**src/rtl/seg_pkg.sv**
```systemverilog
// rtl/seg_pkg.sv - shared 7-segment codes, converter states and nibble decoder
// Contents:
//   SEG_0..SEG_9, SEG_BLANK, SEG_DASH : active-low segment codes, [7]=dp
//   BIN_BITS                          : width of the binary value converted to BCD
//   RESULT_MAX                        : largest result shown as digits
//   cv_state_t                        : converter FSM states
//   nibble_to_seg()                   : BCD nibble to segment code, >9 blanks
package seg_pkg;

  localparam logic [7:0] SEG_0     = 8'hC0;
  localparam logic [7:0] SEG_1     = 8'hF9;
  localparam logic [7:0] SEG_2     = 8'hA4;
  localparam logic [7:0] SEG_3     = 8'hB0;
  localparam logic [7:0] SEG_4     = 8'h99;
  localparam logic [7:0] SEG_5     = 8'h92;
  localparam logic [7:0] SEG_6     = 8'h82;
  localparam logic [7:0] SEG_7     = 8'hF8;
  localparam logic [7:0] SEG_8     = 8'h80;
  localparam logic [7:0] SEG_9     = 8'h90;
  localparam logic [7:0] SEG_BLANK = 8'hFF;
  localparam logic [7:0] SEG_DASH  = 8'hBF;

  // 14 bits is the smallest width that holds 9999.
  localparam int          BIN_BITS   = 14;
  localparam logic [31:0] RESULT_MAX = 32'd9999;

  typedef enum logic [1:0] {
    CV_IDLE,
    CV_SHIFT,
    CV_DONE
  } cv_state_t;

  function automatic logic [7:0] nibble_to_seg(input logic [3:0] nib);
    logic [7:0] code;
    case (nib)
      4'd0:    code = SEG_0;
      4'd1:    code = SEG_1;
      4'd2:    code = SEG_2;
      4'd3:    code = SEG_3;
      4'd4:    code = SEG_4;
      4'd5:    code = SEG_5;
      4'd6:    code = SEG_6;
      4'd7:    code = SEG_7;
      4'd8:    code = SEG_8;
      4'd9:    code = SEG_9;
      default: code = SEG_BLANK;
    endcase
    return code;
  endfunction

endpackage

```
**src/rtl/seg_scan_display_bin2bcd.sv**
```systemverilog
// rtl/seg_scan_display_bin2bcd.sv - sequential double-dabble binary to BCD converter
// Ports:
//   clk, rst_n : clock, asynchronous active-low reset
//   start      : load bin and begin conversion (honoured only when idle)
//   bin        : BIN_BITS-bit unsigned value, must be <= 9999
//   busy       : converter not idle
//   done       : one-cycle pulse, bcd is valid while high
//   bcd        : four BCD digits, [15:12] most significant
module bin2bcd_seq
  import seg_pkg::*;
(
  input  logic                clk,
  input  logic                rst_n,
  input  logic                start,
  input  logic [BIN_BITS-1:0] bin,
  output logic                busy,
  output logic                done,
  output logic [15:0]         bcd
);

  localparam int SR_W = 16 + BIN_BITS;
  localparam logic [3:0] LAST_ITER = 4'(BIN_BITS - 1);

  cv_state_t       state, state_d;
  logic [3:0]      iter, iter_d;
  logic [SR_W-1:0] sr, sr_d;

  // One double-dabble step: correct each BCD nibble that would exceed 9
  // after doubling, then shift the whole register left by one.
  function automatic logic [SR_W-1:0] dabble(input logic [SR_W-1:0] s);
    logic [SR_W-1:0] t;
    t = s;
    for (int i = 0; i < 4; i++) begin
      if (t[BIN_BITS + 4*i +: 4] >= 4'd5)
        t[BIN_BITS + 4*i +: 4] = t[BIN_BITS + 4*i +: 4] + 4'd3;
    end
    return t << 1;
  endfunction

  always_ff @(posedge clk or negedge rst_n) begin
    if (!rst_n) begin
      state <= CV_IDLE;
      iter  <= '0;
      sr    <= '0;
    end else begin
      state <= state_d;
      iter  <= iter_d;
      sr    <= sr_d;
    end
  end

  always_comb begin
    state_d = state;
    iter_d  = iter;
    sr_d    = sr;
    case (state)
      CV_IDLE: begin
        if (start) begin
          sr_d    = {16'h0000, bin};
          iter_d  = '0;
          state_d = CV_SHIFT;
        end
      end
      CV_SHIFT: begin
        sr_d   = dabble(sr);
        iter_d = iter + 4'd1;
        if (iter == LAST_ITER)
          state_d = CV_DONE;
      end
      CV_DONE: state_d = CV_IDLE;
      default: state_d = CV_IDLE;
    endcase
  end

  assign busy = (state != CV_IDLE);
  assign done = (state == CV_DONE);
  assign bcd  = sr[SR_W-1:BIN_BITS];

endmodule

```
**src/rtl/seg_scan_display.sv**
```systemverilog
// rtl/seg_scan_display.sv - Basys3 4-digit 7-segment scanner for entry and GCD result
// Ports:
//   clk, rst_n   : 100 MHz clock, asynchronous active-low reset
//   entry_bcd    : entry digits, [15:12]=digit3 (leftmost) .. [3:0]=digit0
//   cursor       : digit under edit, 0=rightmost
//   result       : GCD result, unsigned binary
//   result_valid : 1 shows result, 0 shows entry digits
//   seg_an       : active-low anode enables, bit n = digit n
//   seg_seg      : active-low segments, [0]=a .. [6]=g, [7]=dp
module seg_scan_display
  import seg_pkg::*;
#(
  parameter int unsigned SCAN_DIV  = 100000,
  parameter int unsigned BLINK_DIV = 25000000
) (
  input  logic        clk,
  input  logic        rst_n,
  input  logic [15:0] entry_bcd,
  input  logic [1:0]  cursor,
  input  logic [31:0] result,
  input  logic        result_valid,
  output logic [3:0]  seg_an,
  output logic [7:0]  seg_seg
);

  localparam int SCAN_W  = $clog2(SCAN_DIV);
  localparam int BLINK_W = $clog2(BLINK_DIV);
  localparam logic [SCAN_W-1:0]  SCAN_MAX  = SCAN_W'(SCAN_DIV - 1);
  localparam logic [BLINK_W-1:0] BLINK_MAX = BLINK_W'(BLINK_DIV - 1);

  logic [SCAN_W-1:0]  scan_cnt;
  logic [1:0]         digit_idx;
  logic [BLINK_W-1:0] blink_cnt;
  logic               blink_on;
  logic [1:0]         cursor_q;

  logic [31:0] last_cap;
  logic        ovf_pend;
  logic        ovf_reg;
  logic [15:0] bcd_reg;
  logic        cv_busy, cv_done, cv_start;
  logic [15:0] cv_bcd;
  logic        cv_idle, new_val, is_ovf;

  logic [3:0] an_d;
  logic [7:0] seg_d;
  logic [3:0] nib;
  logic       lead_blank;

  always_ff @(posedge clk or negedge rst_n) begin
    if (!rst_n) begin
      scan_cnt  <= '0;
      digit_idx <= '0;
    end else if (scan_cnt == SCAN_MAX) begin
      scan_cnt  <= '0;
      digit_idx <= digit_idx + 2'd1;
    end else begin
      scan_cnt  <= scan_cnt + 1'b1;
    end
  end

  // Moving the cursor restarts the blink so the newly selected digit is
  // immediately visible.
  always_ff @(posedge clk or negedge rst_n) begin
    if (!rst_n) begin
      blink_cnt <= '0;
      blink_on  <= 1'b1;
      cursor_q  <= '0;
    end else begin
      cursor_q <= cursor;
      if (cursor != cursor_q) begin
        blink_cnt <= '0;
        blink_on  <= 1'b1;
      end else if (blink_cnt == BLINK_MAX) begin
        blink_cnt <= '0;
        blink_on  <= ~blink_on;
      end else begin
        blink_cnt <= blink_cnt + 1'b1;
      end
    end
  end

  // Capture only while the converter is fully idle, so a result that
  // changes mid-conversion is picked up after the current commit.
  assign cv_idle  = !cv_busy && !ovf_pend;
  assign new_val  = (result != last_cap);
  assign is_ovf   = (result > RESULT_MAX);
  assign cv_start = cv_idle && new_val && !is_ovf;

  bin2bcd_seq u_bin2bcd (
    .clk   (clk),
    .rst_n (rst_n),
    .start (cv_start),
    .bin   (result[BIN_BITS-1:0]),
    .busy  (cv_busy),
    .done  (cv_done),
    .bcd   (cv_bcd)
  );

  always_ff @(posedge clk or negedge rst_n) begin
    if (!rst_n) begin
      last_cap <= '0;
      ovf_pend <= 1'b0;
      ovf_reg  <= 1'b0;
      bcd_reg  <= '0;
    end else begin
      if (cv_idle && new_val) begin
        last_cap <= result;
        ovf_pend <= is_ovf;
      end
      if (ovf_pend) begin
        ovf_reg  <= 1'b1;
        ovf_pend <= 1'b0;
      end
      if (cv_done) begin
        bcd_reg <= cv_bcd;
        ovf_reg <= 1'b0;
      end
    end
  end

  always_comb begin
    an_d       = ~(4'b0001 << digit_idx);
    nib        = '0;
    lead_blank = 1'b0;
    seg_d      = SEG_BLANK;
    if (result_valid) begin
      nib = bcd_reg[{digit_idx, 2'b00} +: 4];
      case (digit_idx)
        2'd3:    lead_blank = (bcd_reg[15:12] == 4'd0);
        2'd2:    lead_blank = (bcd_reg[15:8] == 8'd0);
        2'd1:    lead_blank = (bcd_reg[15:4] == 12'd0);
        default: lead_blank = 1'b0;
      endcase
      if (ovf_reg)
        seg_d = SEG_DASH;
      else if (lead_blank)
        seg_d = SEG_BLANK;
      else
        seg_d = nibble_to_seg(nib);
    end else begin
      nib   = entry_bcd[{digit_idx, 2'b00} +: 4];
      seg_d = nibble_to_seg(nib);
      if (digit_idx == cursor)
        seg_d = blink_on ? (seg_d & 8'h7F) : 8'h7F;
    end
  end

  always_ff @(posedge clk or negedge rst_n) begin
    if (!rst_n) begin
      seg_an  <= 4'b1111;
      seg_seg <= 8'hFF;
    end else begin
      seg_an  <= an_d;
      seg_seg <= seg_d;
    end
  end

endmodule
```
**config.mk**
```make
export PLATFORM = sky130hd
export DESIGN_NAME = seg_scan_display
export DESIGN_NICKNAME = d
export VERILOG_FILES = /design/src/rtl/seg_pkg.sv /design/src/rtl/seg_scan_display_bin2bcd.sv /design/src/rtl/seg_scan_display.sv
export SDC_FILE = /design/constraint.sdc
export NUM_CORES = 1
export LEC_CHECK = 0
export ABC_CLOCK_PERIOD_IN_PS = 6300
export CORE_MARGIN = 1.5
export CORE_UTILIZATION = 50
export CTS_CLUSTER_SIZE = 12
export DETAILED_ROUTE_END_ITERATION = 12
export PLACE_DENSITY = 0.69
export SLEW_MARGIN = 25
export SYNTH_ARGS = -nofsm -noshare
export SYNTH_HDL_FRONTEND = slang
export SYNTH_SLANG_ARGS = --single-unit
```
**constraint.sdc**
```tcl
create_clock -name clk -period 6.3 [get_ports clk]
set_clock_uncertainty 0.15 [all_clocks]
set_input_delay 0.63 -clock clk [delete_from_list [all_inputs] [get_ports clk]]
set_output_delay 0.63 -clock clk [all_outputs]
set_load 0.01 [all_outputs]
```
Word level (Yosys, flattened, before mapping)
Memory sizes are Yosys's and may differ from the RTL's.
Cells that the tools add are included.
{ "totals": {"out_inout_bits": 12, "register_bits": 145, "latchBits": 0, "n_memories": 2, "inputBits": 53, "elab_cells": 90, "romBits": 224, "ram_bits": 0} }
{ "op_classes": {"reduce_logical": 16, "shift": 3, "n_mux": 27, "n_mul": 0, "n_bitwise": 2, "n_addsub": 8, "n_lt_le_gt_ge": 5, "n_div": 0, "eq_ne": 13} }
{ "mem_list": {"columns": ["name", "depth", "word_bits", "read_ports", "rd_ports_with_merged_regs", "wr", "line", "source"], "rows": [
  ["(no name shown)", 16, 7, 1, 0, 0, "seg_pkg.sv:35", "case (nib)"],
  ["(no name shown)", 16, 7, 1, 0, 0, "seg_pkg.sv:35", null]
]} }
{ "ops": {"columns": ["cell", "n"], "rows": [
  ["$pmux 30 s2", 1],
  ["$mux 25", 2],
  ["$gt 32x14->1 const B", 1],
  ["$mux 8", 4],
  ["$ne 32x32->1", 1],
  ["$shiftx 16x5->4", 2],
  ["$mux 30", 1],
  ["$add 25x1->25 const B", 1],
  ["$eq 25x25->1 const B", 1],
  ["$add 17x1->17 const B", 1],
  ["$eq 17x17->1 const B", 1],
  ["$mux 17", 1],
  ["$ge 4x3->1 const B", 4],
  ["$mux 4", 4],
  ["$add 4x2->4 const B", 3],
  ["$logic_not 12->1", 1],
  ["$logic_not 8->1", 1],
  ["$pmux 4 s2", 1],
  ["$reduce_bool 2->1", 4],
  ["$mux 1", 7],
  ["$mux 7", 1],
  ["$eq 2x2->1 const B", 3],
  ["$add 4x1->4 const B", 1],
  ["$eq 2x1->1 const B", 2],
  ["19 further kinds", 25]
]} }

Logic depth before layout (Yosys ltp)
Gate-level depths: netlist (run 1).
{ "logic_depth": {"depth_word": 7, "mapped_depth": 9, "depth_no_buf": 8} }

Cells and area by module
From an unflattened synthesis (run 1), not the netlist that was laid out.
{ "unflattened": {"hier_cells": 696, "area_unflattened_um2": 7669.9} }
{ "by_module_without_submodules": {"columns": ["module", "seq_area_each_um2", "cells_each", "n_inst", "area_per_inst_um2"], "rows": [
  ["seg_scan_display", 2743.9, 481, 1, 5551.6],
  ["bin2bcd_seq", 900.9, 215, 1, 2118.3]
]} }

Worst setup path before layout (run 1)
OpenSTA, ideal clock, no wires.
{ "synth_timing": {"path_kind": "in2reg", "start": "in result[7]", "end": "reg u_bin2bcd.sr[10]", "setup_time_ns": 0.132, "arrival_ns": 1.988, "slack_ns": 4.029, "n_path_buf": 2, "cell_stages": 8, "t_required_ns": 6.018, "cell_sequence": "nor4_1 o21ai_1 a211o_1 a211oi_2 buf_6 buf_12 mux2i_1 o21ai_1"} }
{ "synth_via": {"elab_chain_cells": 5, "elab_cells_between_ends": 7, "cone_classes": "1 x order compare; 2 x eq/ne; 4 x reduce/logical"} }
{ "synth_lines": {"columns": ["element", "line", "source"], "rows": [
  ["start, declared", "seg_scan_display.sv:20", "input logic [31:0] result,"],
  ["$gt 32x14->1 / $ne 32x32->1 (equally long branches)", "seg_scan_display.sv:87, seg_scan_display.sv:86", null],
  ["$logic_not 1->1 / $logic_and 1x1->1 (equally long branches)", "seg_scan_display.sv:88", "assign cv_start = cv_idle && new_val && !is_ovf;"],
  ["$logic_and 1x1->1 *", "seg_scan_display.sv:88", null],
  ["$ne 2x2->1 (no source line) *", null, null],
  ["$reduce_and 2->1 (no source line) *", null, null],
  ["end signal, assigned", "seg_scan_display_bin2bcd.sv:48", "sr <= sr_d;"],
  ["end, declared", "seg_scan_display_bin2bcd.sv:26", "logic [SR_W-1:0] sr, sr_d;"]
]} }
Mark *: on every way between the ends. The rest lies on a longest branch, timed or not.
A chain may end at the register's enable or synchronous reset.

Worst setup path after layout (run 1)
{ "layout_timing": {"start": "in result[7]", "end": "reg u_bin2bcd.iter[0]"} }
{ "layout_via": {"elab_chain_cells": 5, "elab_cells_between_ends": 7, "cone_classes": "1 x order compare; 2 x eq/ne; 4 x reduce/logical"} }
{ "layout_lines": {"columns": ["element", "line", "source"], "rows": [
  ["$gt 32x14->1 / $ne 32x32->1 (equally long branches)", "seg_scan_display.sv:87, seg_scan_display.sv:86", null],
  ["$logic_not 1->1 / $logic_and 1x1->1 (equally long branches)", "seg_scan_display.sv:88", null],
  ["$logic_and 1x1->1 *", "seg_scan_display.sv:88", null],
  ["$ne 2x2->1 (no source line) *", null, null],
  ["$reduce_and 2->1 (no source line) *", null, null],
  ["end signal, assigned", "seg_scan_display_bin2bcd.sv:47", "iter <= iter_d;"],
  ["end, declared", "seg_scan_display_bin2bcd.sv:25", "logic [3:0] iter, iter_d;"]
]} }
Marked as above.

==> results.txt, run 1 <==
- # fillers: 1187
- Transition time at the pin with the least slew margin: about 0.96 ns
- After Yosys synthesis, full adders, half adders and majority gates account for 4.60% of the synthesized area.
- Using the TritonRoute via totals, the vias-per-cell ratio works out to 5.42.
- In this run the worst path has a maximum fanout of 23.
- Max-cap violations: 0
* GPL Wtd Cong: 0.843
- The HPWL after detailed placement is 10200 um.
- Post-CTS repair changed the size of 0 cells.
- In this run the number of H-tree levels came out at 4.
* Number of buffers created by CTS: 17
- Measured against the total synthesized area, the mux share comes to 10.2%.
* Final Hold Viols: 0
- Area of the die: 15400 sq um
* Count of antenna diodes in the layout: 0
- In this run the remaining antenna-violating nets after routing total 0.
- Biggest regs: last_cap: 32 flops, u_bin2bcd.sr: 30 flops, blink_cnt: 25 flops
- Headroom to the max-slew limit came out at 35.8%.
- After synthesis the netlist holds a flip-flop and latch count of between 100 and 150.
* Simple-gate share of the synthesized area: between 10% and 20%
- Net total in the final layout: 838
* Dpl cells: 923
- Summing the areas of all compound-gate instances in the mapped netlist gives 6.96% of the synthesized area.
* Number of violations reported at the end of detailed-routing iteration 0: roughly 400
* Critical Path Sink Type: flip-flop
- Slack of the critical path: 3.32 ns
* Static leakage: 3.64 nW
- Once the floorplan was initialized, standard cells occupied 50.9% of the core.
* Maximum number of pins on one net before global-route repair: 82
- Data arrives at the worst endpoint at 3.11 ns.
- Share of synthesized registers carrying an async set or reset: 100%
- Number of failing setup endpoints in the final timing report: 0
- The number of setup buffers added after CTS is 0.
* Floorplan die height: roughly 120 um
* Flip-flop count of the largest register after layout: 32
- All-Layer GR Usage: 20.7%
* Dpl ws: roughly 2.9 ns
* Most flop-heavy register: last_cap
- CP Launch Type: primary input
- Counting I/O delays and the setup requirement, the final critical path takes 2.98 ns.
- The clock passes through at most 2 buffers.
- In this run the tool buffered the top-level ports with between 60 and 70 buffer cells.
* Period utilisation layout: between 40% and 50%
* CTS Sinks: 145
- Measured along the x axis, the die boundary spans 124 um.
- The core region is 14400 sq um.
- Setup total negative slack on the finished layout was measured at 0 ns.
- Of the cells placed in the final design, the portion with a size suffix greater than 1 is 13.2%.
- Main combinational cell family by area after synthesis: simple AND/OR/NAND/NOR gates
- For this run, the detailed router's first-pass iteration total came to 4.
* Status: complete, no violations
- Mean instance size in the synthesized netlist: 10.6 sq um
- Reg2reg setup slack: 3.76 ns
- In the layout the commonest cells are sky130_fd_sc_hd__dfrtp_1, sky130_fd_sc_hd__nor2_1, sky130_fd_sc_hd__nand2_1.
- The first global-routing pass estimated 24800 um of wire.
- Library cell with the largest summed area after synthesis: sky130_fd_sc_hd__dfrtp_1
- The cell count after synthesis came out at approximately 700.
- In the post-synthesis netlist, the biggest area contributors are sky130_fd_sc_hd__dfrtp_1, sky130_fd_sc_hd__xnor2_1, sky130_fd_sc_hd__mux2_2, sky130_fd_sc_hd__dfstp_2, sky130_fd_sc_hd__ha_1.
- Class of the most critical setup path: in2reg
- The root buffer cell chosen for the clock tree is sky130_fd_sc_hd__clkbuf_16.
* Routed length per placed instance: 15.2 um
* RSZ-0062 raised after global routing: no
* Total power: 0.00221 W
* WL final: 14500 um
* Top-area cell type share of the netlist area: ~45%
- Post-synthesis cell type count: 46
* Sequential-to-total area share from yosys stat: 49.7%
- The Yosys step of the flow raised 0 warnings.
- Derived from the worst setup path, the maximum achievable clock frequency is approximately 0.34 GHz.
- The number of antenna violations at the first check in global routing was 0.
- The detailed router placed roughly 5200 vias in this run.
* Final std cells w/o fill: 955
- Area share of xor/xnor cells in the synthesized design: 10.1%
- Count of standard-cell rows: 44
- For this run, design rule violations remaining after detail routing come to 0.
- After synthesis the cells add up to roughly 7300 sq um.
- When the netlist entered floorplanning its net count stood at 775.
* Ports: 65
* Predominant post-synthesis flop cell: sky130_fd_sc_hd__dfrtp_1
- In this run, post-CTS hold repair placed 0 buffers.
- Power density of the placed cells: around 250 nW/um^2
* Worst-Skew Late Latency: 0.42 ns
- Most common library cell in the layout ignoring fill and taps: sky130_fd_sc_hd__dfrtp_1
- Final Max Slew Viols: 0
* Via count of the first global-routing pass: 5237
* TritonCTS clock tree: yes
- Data on the critical path is required at its endpoint by between 6 and 7 ns.
- The synthesized design contains 0 enable-type register cells.
- Clock-pin slew was measured on the worst setup and hold paths at about 0.060 ns.
- Remaining Overflow, GRT: 0
* Core occupancy in the finished layout: 60.9%
- Highest ir drop seen on vdd: 0.190 mV
- Area added between synthesis and finish: 19.7%
- Worst hold path type: in2async
## path summary, 6_finish.rpt
check / from / cells after the start / endpoint
worst max register to register: last_cap[26] / 7 / u_bin2bcd.iter[3]
min in group clk: u_bin2bcd.sr[13] / 2 / u_bin2bcd.sr[14]
max in group asynchronous: rst_n / 2 / cursor_q[1]
worst min register to register: u_bin2bcd.sr[13] / 2 / u_bin2bcd.sr[14]
worst max-delay path: result[7] / 8 / u_bin2bcd.iter[0]
worst min-delay path: rst_n / 1 / digit_idx[0]
## cell type report
class,instances,area [sq um],share of cell area [%]
Clock buffer,22,474,5.40
Clock inverter,10,180,2.05
Inverter,34,128,1.45
Multi-Input combinational cell,492,3460,39.3
Sequential cell,145,3640,41.5
Tap cell,184,230,2.62
Timing Repair Buffer,68,676,7.69
## routing by layer
layer | up-vias | GRT usage, % | part of all wire, %
li1 | 2510 | - | -
met4 | 0 | 7.10 | 1.8
met3 | 27 | 5.08 | 3.4
met1 | 2572 | 26.9 | 46
met5 | - | 0 | 0
met2 | 70 | 34.0 | 49
## synth_stat cells, types with 5 or more instances
cell	number
sky130_fd_sc_hd__nand2_1	65
sky130_fd_sc_hd__nor3_1	7
sky130_fd_sc_hd__and3_1	8
sky130_fd_sc_hd__ha_1	27
sky130_fd_sc_hd__nor4_1	14
sky130_fd_sc_hd__inv_1	34
sky130_fd_sc_hd__dfstp_2	13
sky130_fd_sc_hd__o21ai_0	29
sky130_fd_sc_hd__mux2i_1	16
sky130_fd_sc_hd__nand2b_1	11
sky130_fd_sc_hd__xnor2_1	60
sky130_fd_sc_hd__dfrtp_1	132
sky130_fd_sc_hd__mux4_2	8
sky130_fd_sc_hd__a31oi_1	5
sky130_fd_sc_hd__xor2_1	25
sky130_fd_sc_hd__nand4_1	15
sky130_fd_sc_hd__mux2_2	36
sky130_fd_sc_hd__nor2_1	71
sky130_fd_sc_hd__clkbuf_1	10
sky130_fd_sc_hd__buf_2	11
sky130_fd_sc_hd__nand3_1	23
sky130_fd_sc_hd__a21oi_1	21
sky130_fd_sc_hd__o21ai_1	12
sky130_fd_sc_hd__o22ai_1	9
## per-stage QoR
stage | instance area [sq um] | hold WS (ns)
2_1_floorplan | 7340 | 0.184
3_3_place_gp | 8130 | 0.311
3_5_place_dp | 8130 | 0.315
4_1_cts | 8780 | 0.0688
5_1_grt | 8790 | 0.101
6_report | 8790 | 0.0465
## where the power goes
group	internal, W	switching (W)	total, W
logic	0.0000697	0.0000682	0.000138
clock network	0.000732	0.000374	0.00111
registers	0.000952	0.0000110	0.000963
total	0.00175	0.000453	0.00221
## cell families (layout without fill, tap and decap cells)
group	count (synthesis)	in the layout
and+or+nand+nor	231	231
muxes	60	60
buffers and inverters	58	134
adders and majority gates	27	27
DFF	145	145
xor gates and xnor gates	85	85
AOI/OAI and AO/OA	89	89
## critical path, cell delays in order
cell and delay, ns:
sky130_fd_sc_hd__clkdlybuf4s50_1 0.48, sky130_fd_sc_hd__nor4_1 0.39, sky130_fd_sc_hd__o21ai_1 0.14, sky130_fd_sc_hd__a211o_1 0.35, sky130_fd_sc_hd__a211oi_4 0.33, sky130_fd_sc_hd__buf_4 0.39, sky130_fd_sc_hd__or2_1 0.28, sky130_fd_sc_hd__mux2i_1 0.11
Power figures use the tool's default switching activity.
==> run 2: changes to the inputs <==
--- a/config.mk
+++ b/config.mk
@@ -5,7 +5,7 @@
 export SDC_FILE = /design/constraint.sdc
 export NUM_CORES = 1
 export LEC_CHECK = 0
-export ABC_CLOCK_PERIOD_IN_PS = 6300
+export ABC_CLOCK_PERIOD_IN_PS = 3000
 export CORE_MARGIN = 1.5
 export CORE_UTILIZATION = 50
 export CTS_CLUSTER_SIZE = 12
==> constraint.sdc (replaced) <==
create_clock -name clk -period 3 [get_ports clk]
set_clock_uncertainty 0.15 [all_clocks]
set_input_delay 0.3 -clock clk [delete_from_list [all_inputs] [get_ports clk]]
set_output_delay 0.3 -clock clk [all_outputs]
set_load 0.01 [all_outputs]
==> run 2 against run 1 <==
  * Sequential share of layout area fell by 0.077 points
  * Via count down 0.41%
  * Sequential cell count did not move
  * Critical path depth fell by 2
==> results.txt, run 2 (synthesis gave the netlist of run 1 again) <==
- Status: complete, no violations
- Top fanout value on the critical path: 34
- Count of nets left with antenna violations after detail routing: 0
* Proportion of layout cells with a drive suffix above 1: 14.0%
- 1st-pass router iterations: 4
- Flip-flop count of the largest register after layout: 32
- Static leakage: 3.63 nW
- In this run the critical register-to-register path is captured at last_cap[16].
* Number of buffers created by CTS: 17
- Area of the die: between 15000 and 20000 sq um
- Core occupancy in the finished layout: 61.0%
* Critical Path Start: last_cap[26]
- Slowest cell delay on critical path: 0.55 ns
* Final Max Slew Viols: 0
* Floorplan die height: 124 um
* Number of cells traversed by the worst register-to-register path: 6
* RSZ-0062 raised after global routing: no
* Area added between synthesis and finish: 20.0%
* GPL Wtd Cong: 0.878
- The clock tree synthesis step divided the H-tree into 4 levels.
* WL final: 14600 um
- Leaving out fill and tap cells, the most frequent cell in the layout is sky130_fd_sc_hd__dfrtp_1.
- Number of violations reported at the end of detailed-routing iteration 0: 410
- The routed design uses 447 um of met3 wire.
- Worst-Skew Late Latency: 0.42 ns
* Highest ir drop seen on vdd: roughly 0.39 mV
* Wire length the detailed router placed on met1: 6780 um
* Max Freq: ~0.42 GHz
- In this run the core area contains 44 standard-cell rows.
- Wire length of the first global-routing pass: approximately 25000 um
- In the final routed layout, each cell accounts on average for 15.2 um.
* Effective utilization at floorplan: roughly half
- The worst path needs between 2 and 2.5 ns of the cycle, external delays included.
* Met2 wirelength from detailed routing: 7250 um
* CP Data Required Time: 3.16 ns
- Biggest regs: last_cap: 32 flops, u_bin2bcd.sr: 30 flops, blink_cnt: 25 flops
* Total negative setup slack: 0 ns
- Clock transition at path regs: 0.06 ns
- The number of antenna violations at the first check in global routing is 0.
* Dpl cells: 929
- Crit path capture: last_cap[16]
- Counting buffers and inverters, the worst setup path is 6 cells deep.
- Cell family with most CP delay: simple AND/OR/NAND/NOR gates
* Final Hold Viols: 0
- Worst Path Buf+Inv: 1
- For this block, the via count after detailed routing is about 5200.
- Period utilisation layout: 79.7%
* CP Launch Type: flip-flop
- Setup violations remaining at the end of the flow were counted as 0.
- Die outline width: roughly 120 um
- For this run, design rule violations remaining after detail routing come to 0.
- Clk buf depth: 2
- Count of antenna diodes in the layout: 0
- In this run the critical register-to-register path is launched from last_cap[26].
- TritonCTS built the clock tree.
- Vias per inst: around 5.4
* Transition time at the pin with the least slew margin: 0.944 ns
- More flip-flops sit in one register than any other, and that register is last_cap.
- Net total in the final layout: around 850
- Clock Root Buffer: sky130_fd_sc_hd__clkbuf_16
- Worst hold path type: in2reg
- Clock tree synthesis found a total of 145 sinks.
- Half-perimeter wire length after detailed placement: roughly 10000 um
- Entering global routing, the biggest net connects 68 pins.
* Top routing layer used: met4
* Worst slew margin relative to its limit: a little under two fifths
- Ports: 65
* Port buffer count: 64
- The setup check on the worst reg-to-reg path leaves a slack of 0.61 ns.
- Crit path cell chain: xnor2_1 > nand4_1 > nor4_2 > a21oi_2 > buf_4 > mux2_2
* Max-cap violations: 0
- STA classifies the critical path endpoint as a flip-flop.
* Remaining Overflow, GRT: 0
- Power density of the placed cells: 508 nW/um^2
- In the global route stage, overall resource usage came out at 20.6%.
- Power comes to 0.00448 W.
- Most used cells in the layout excluding fill and tap cells: sky130_fd_sc_hd__dfrtp_1, sky130_fd_sc_hd__nor2_1, sky130_fd_sc_hd__nand2_1
- Hold Slack: 0.291 ns
- The number of global-route vias before repair is 5185.
* Final std cells w/o fill: 962
* Placeable core area: 14400 sq um
- Among all stages on the critical path, the largest delay is contributed by sky130_fd_sc_hd__nor4_2.
* Data arrival at the endpoint of the critical path: 2.55 ns
- The critical path is of the reg2reg type.
==> run 2: repair_timing <==
action / in CTS / in global routing
hold buffers: 1 / 0
buffers inserted: 0 / 0
endpoints found under the hold margin: 53 / 0
resized for setup: 0 / 0
==> run 2: per-layer routing <==
layer  up-vias  GRT usage, %
met2        74          32.9
met1      2547          27.8
met3        15          5.08
met4         0          6.39
li1       2522             -
met5         -             0
==> run 2: worst register-to-register path, delay by kind of cell (launching register included) <==
family,cells,cell delay (ns)
AOI/OAI and AO/OA,1,0.11
and+or+nand+nor,2,0.72
buffers and inverters,1,0.29
xor gates and xnor gates,1,0.28
DFF,1,0.39
muxes,1,0.34
==> run 2: worst min path at each step <==
stage                   end      start  cells after the start
2_1_floorplan    bcd_reg[0]      rst_n                      0
3_3_place_gp   digit_idx[0]      rst_n                      1
3_5_place_dp   digit_idx[0]      rst_n                      1
4_1_cts         cursor_q[1]  cursor[1]                      1
5_1_grt         cursor_q[1]  cursor[1]                      1
6_report        cursor_q[1]  cursor[1]                      1
==> run 2: through the flow <==
step	cell area (sq um)	worst slack, ns
floorplan	7340	0.845
global placement	8190	0.301
detailed placement	8190	0.254
CTS	8800	0.616
global route	8800	0.447
finish	8800	0.610
==> run 2: layout make-up <==
| cell class | count | area (sq um) |
|---|---|---|
| inverter | 34 | 128 |
| multi-input combinational | 492 | 3450 |
| tap | 184 | 230 |
| sequential | 145 | 3640 |
| fill | 1161 | 5620 |
| clock inverter | 15 | 184 |
| clock buffer | 17 | 425 |
| timing repair buffer | 75 | 739 |
==> run 2: report_power, final <==
group,internal [W],total [W],switching (W)
Combinational,0.000152,0.000296,0.000144
Clock,0.00131,0.00216,0.000847
Sequential,0.00200,0.00202,0.0000238
Total,0.00346,0.00448,0.00101
==> run 3: changes to the inputs <==
--- a/config.mk
+++ b/config.mk
@@ -5,12 +5,12 @@
 export SDC_FILE = /design/constraint.sdc
 export NUM_CORES = 1
 export LEC_CHECK = 0
-export ABC_CLOCK_PERIOD_IN_PS = 3000
+export ABC_CLOCK_PERIOD_IN_PS = 2100
 export CORE_MARGIN = 1.5
 export CORE_UTILIZATION = 50
 export CTS_CLUSTER_SIZE = 12
 export DETAILED_ROUTE_END_ITERATION = 12
-export PLACE_DENSITY = 0.69
+export PLACE_DENSITY = 0.71
 export SLEW_MARGIN = 25
 export SYNTH_ARGS = -nofsm -noshare
 export SYNTH_HDL_FRONTEND = slang
==> constraint.sdc (replaced) <==
create_clock -name clk -period 2.1 [get_ports clk]
set_clock_uncertainty 0.15 [all_clocks]
set_input_delay 0.21 -clock clk [delete_from_list [all_inputs] [get_ports clk]]
set_output_delay 0.21 -clock clk [all_outputs]
set_load 0.01 [all_outputs]
==> run 3 against run 2 <==
  * The run now ends with negative hold slack, negative setup slack left
  * Clock power grew 53%
  * Sequential power grew 43%
  * Register-to-register slack lost 0.64 ns
  * Core utilization grew 4.4 points
  * Critical path depth grew 2
  * Power grew 49%
  * Final cell count grew 5.8%
  * Via count grew 6.9%
  * Die area is the same
==> results.txt, run 3 (synthesis gave the netlist of run 1 again) <==
- Status: finished, violations left
- Failing checks: negative hold slack, negative setup slack
- Setup total negative slack on the finished layout was measured at -0.0508 ns.
- The register with the most flip-flops in the layout has 32 of them.
- Max Freq: approximately 0.47 GHz
* Count of nets left with antenna violations after detail routing: 0
* Area added between synthesis and finish: 28.7%
* Worst slew margin relative to its limit: a little under three fifths
* Final Max Slew Viols: 0
- Area of the die: 15400 sq um
* CP Launch Type: flip-flop
- In the routed layout, each cell is associated on average with a via count of 5.42.
- Net total in the final layout: 901
* Count of antenna diodes in the layout: 0
- Clock Root Buffer: sky130_fd_sc_hd__clkbuf_16
* Count of standard-cell rows: 44
- Final Hold Viols: 1
- The total overflow left after global routing is 0.
- Clock transition at path regs: 0.06 ns
- Effective utilization at floorplan: 50.9%
- Top fanout value on the critical path: 6
* Class of the most critical setup path: reg2reg
- Number of violations reported at the end of detailed-routing iteration 0: between 300 and 400
- Maximum number of pins on one net before global-route repair: 52
- Floorplan die height: 124 um
- The number of antenna violations at the first check in global routing was 0.
- Number of buffers created by CTS: 17
- Cell depth of the worst hold path: 2
- TritonCTS built the clock tree.
* Proportion of power drawn by the clock network: about half
- With fillers left out, the area of the finished cells amounts to 9440 sq um.
- Setup slack on the critical path of the routed design comes to -0.0263 ns.
* Number of cells traversed by the worst register-to-register path: 8
* Highest ir drop seen on vdd: a little over 0.6 mV
- In this run the deepest clock path goes through 2 buffers.
- Detailed routing inserted a total of 5513 vias.
* All-Layer GR Usage: approximately 22%
* Sw Ratio: between 20 and 25%
* Number of failing setup endpoints in the final timing report: 2
- Once layout is complete, the cells apart from fillers number approximately 1000.
* Max-cap violations: 0
- Port buffer count: 64
- The first global-routing pass estimated 26000 um of wire.
- Via count of the first global-routing pass: 5512
- Summed over all layers, the routed wires come to between 15000 and 20000 um.
* Routed length per placed instance: 15.9 um
- 1st-pass router iterations: 4
- Sequential cells account for 43.3% of the total power.
- Combinational logic is responsible for 7.3% of the overall power.
- Power density of the placed cells: 707 nW/um^2
- Period utilisation layout: 101%
- Internal portion of total power: 0.00523 W
- RSZ-0062 raised after global routing: yes
* CTS Sinks: 145
- last_cap holds more flip-flops than any other register.
- Dpl cells: ~980
* Worst-Skew Late Latency: 0.43 ns
* Fin crit period: around 2.1 ns
* Proportion of layout cells with a drive suffix above 1: 22.3%
- Static leakage: 4.06 nW
- Worst hold path type: in2reg
* FF+latch area: ~3600 sq um
- The H-tree was split into 4 levels.
- Transition time at the pin with the least slew margin: 0.666 ns
- Net switching power of the design: 0.00145 W
* CP Data Required Time: 2.30 ns
* Die outline width: 124 um
- Half-perimeter wire length after detailed placement: about 11000 um
- Cells fill 65.5% of the core in the end.
- GPL Wtd Cong: 0.823
- Area of the multi-input gates: 3570 sq um
- The library cell used most frequently in the layout, excluding fill and tap cells, is sky130_fd_sc_hd__dfrtp_1.
* # fillers: 1068
- Across all hold checks on the routed design, the worst slack comes to -0.0130 ns.
- Summing all placed instances gives a cell area of between 8000 and 9000 sq um.
- During I/O placement, the number of pins put on the boundary was between 60 and 70.
- Data arrival at the endpoint of the critical path: 2.33 ns
* Placeable core area: around 14000 sq um
- Leaving out fill and tap cells, the most frequent cells in the layout are sky130_fd_sc_hd__dfrtp_1, sky130_fd_sc_hd__nor2_1, sky130_fd_sc_hd__nand2_1.
- Detailed-route DRC error count: 0
* Critical Path Sink Type: flip-flop
* Biggest regs: last_cap: 32 flops, u_bin2bcd.sr: 30 flops, blink_cnt: 25 flops
run 3: changes by cell type in the layout (fill, tap and decap cells not counted), moves of 3 or more:
| cell | delta |
|---|---|
| sky130_fd_sc_hd__o21ai_1 | +3 |
| sky130_fd_sc_hd__buf_6 | +7 |
| sky130_fd_sc_hd__xnor2_2 | +7 |
| sky130_fd_sc_hd__buf_4 | +47 |
| sky130_fd_sc_hd__nor4_2 | +6 |
| sky130_fd_sc_hd__o21ai_0 | -4 |
| sky130_fd_sc_hd__dlymetal6s2s_1 | +8 |
| sky130_fd_sc_hd__xnor2_1 | -7 |
| sky130_fd_sc_hd__clkdlybuf4s50_1 | -9 |
| sky130_fd_sc_hd__nor4_1 | -6 |
run 3: metal layers:
metal	vias to the layer above	global-route usage (%)	routed length (um)	part of all wire, %
met1	2749	26.3	6930	43
li1	2644	-	-	-
met3	26	4.67	490	3.0
met4	0	8.81	271	1.7
met2	94	38.5	8450	52
met5	-	0	0	0
run 3: power by group through the flow:
stage / Clock [W] / Sequential, W / Combinational [W]
floorplan: 0 / 0.00294 / 0.000174
global placement: 0 / 0.00294 / 0.000459
detailed placement: 0 / 0.00294 / 0.000469
CTS: 0.00334 / 0.00289 / 0.000481
global route: 0.00346 / 0.00290 / 0.000531
finish: 0.00330 / 0.00289 / 0.000486
run 3: cell type report:
class | count | share of cell area (%)
Tap cell | 184 | 2.44
Inverter | 34 | 1.35
Timing Repair Buffer | 131 | 13.0
Sequential cell | 145 | 38.6
Multi-Input combinational cell | 492 | 37.8
Clock buffer | 19 | 4.58
Clock inverter | 13 | 2.23
run 3: metrics by stage:
step	setup WS (ns)	hold slack (ns)	power (W)
after global placement	-0.383	0.0386	0.00339
after global routing	-0.0817	0.0114	0.00689
after CTS	-0.00489	0.170	0.00671
final	-0.0263	-0.0130	0.00668
after detailed placement	-0.485	0.0506	0.00341
after floorplan	0.0111	-0.236	0.00311
run 3: path summary, 6_finish.rpt:
kind                         startpoint                end  slack [ns]
max                        last_cap[24]  u_bin2bcd.iter[3]       -0.03
min                          result[25]       last_cap[25]       -0.01
max reg2reg                last_cap[24]  u_bin2bcd.iter[3]       -0.03
min reg2reg                blink_cnt[0]       blink_cnt[0]        0.33
max in group asynchronous         rst_n           blink_on        0.99
min in group asynchronous         rst_n        scan_cnt[3]        0.16
run 3: timing repair:
item / CTS / global route
endpoints found under the setup margin: 26 / 94
gates resized for setup: 11 / 34
pin swaps: 4 / 6
gates cloned: 0 / 1
hold buffers: 1 / 0
endpoints found under the hold margin: 49 / 0
setup buffers: 1 / 8
run 3: critical path, cell delays in order, from the launching register on:
cell and delay (ns):
sky130_fd_sc_hd__dfrtp_1 0.41, sky130_fd_sc_hd__xnor2_2 0.19, sky130_fd_sc_hd__nand4_1 0.13, sky130_fd_sc_hd__nor4_2 0.34, sky130_fd_sc_hd__buf_4 0.19, sky130_fd_sc_hd__a211oi_4 0.07, sky130_fd_sc_hd__buf_6 0.14, sky130_fd_sc_hd__or2_4 0.26
sky130_fd_sc_hd__a31oi_1 0.16
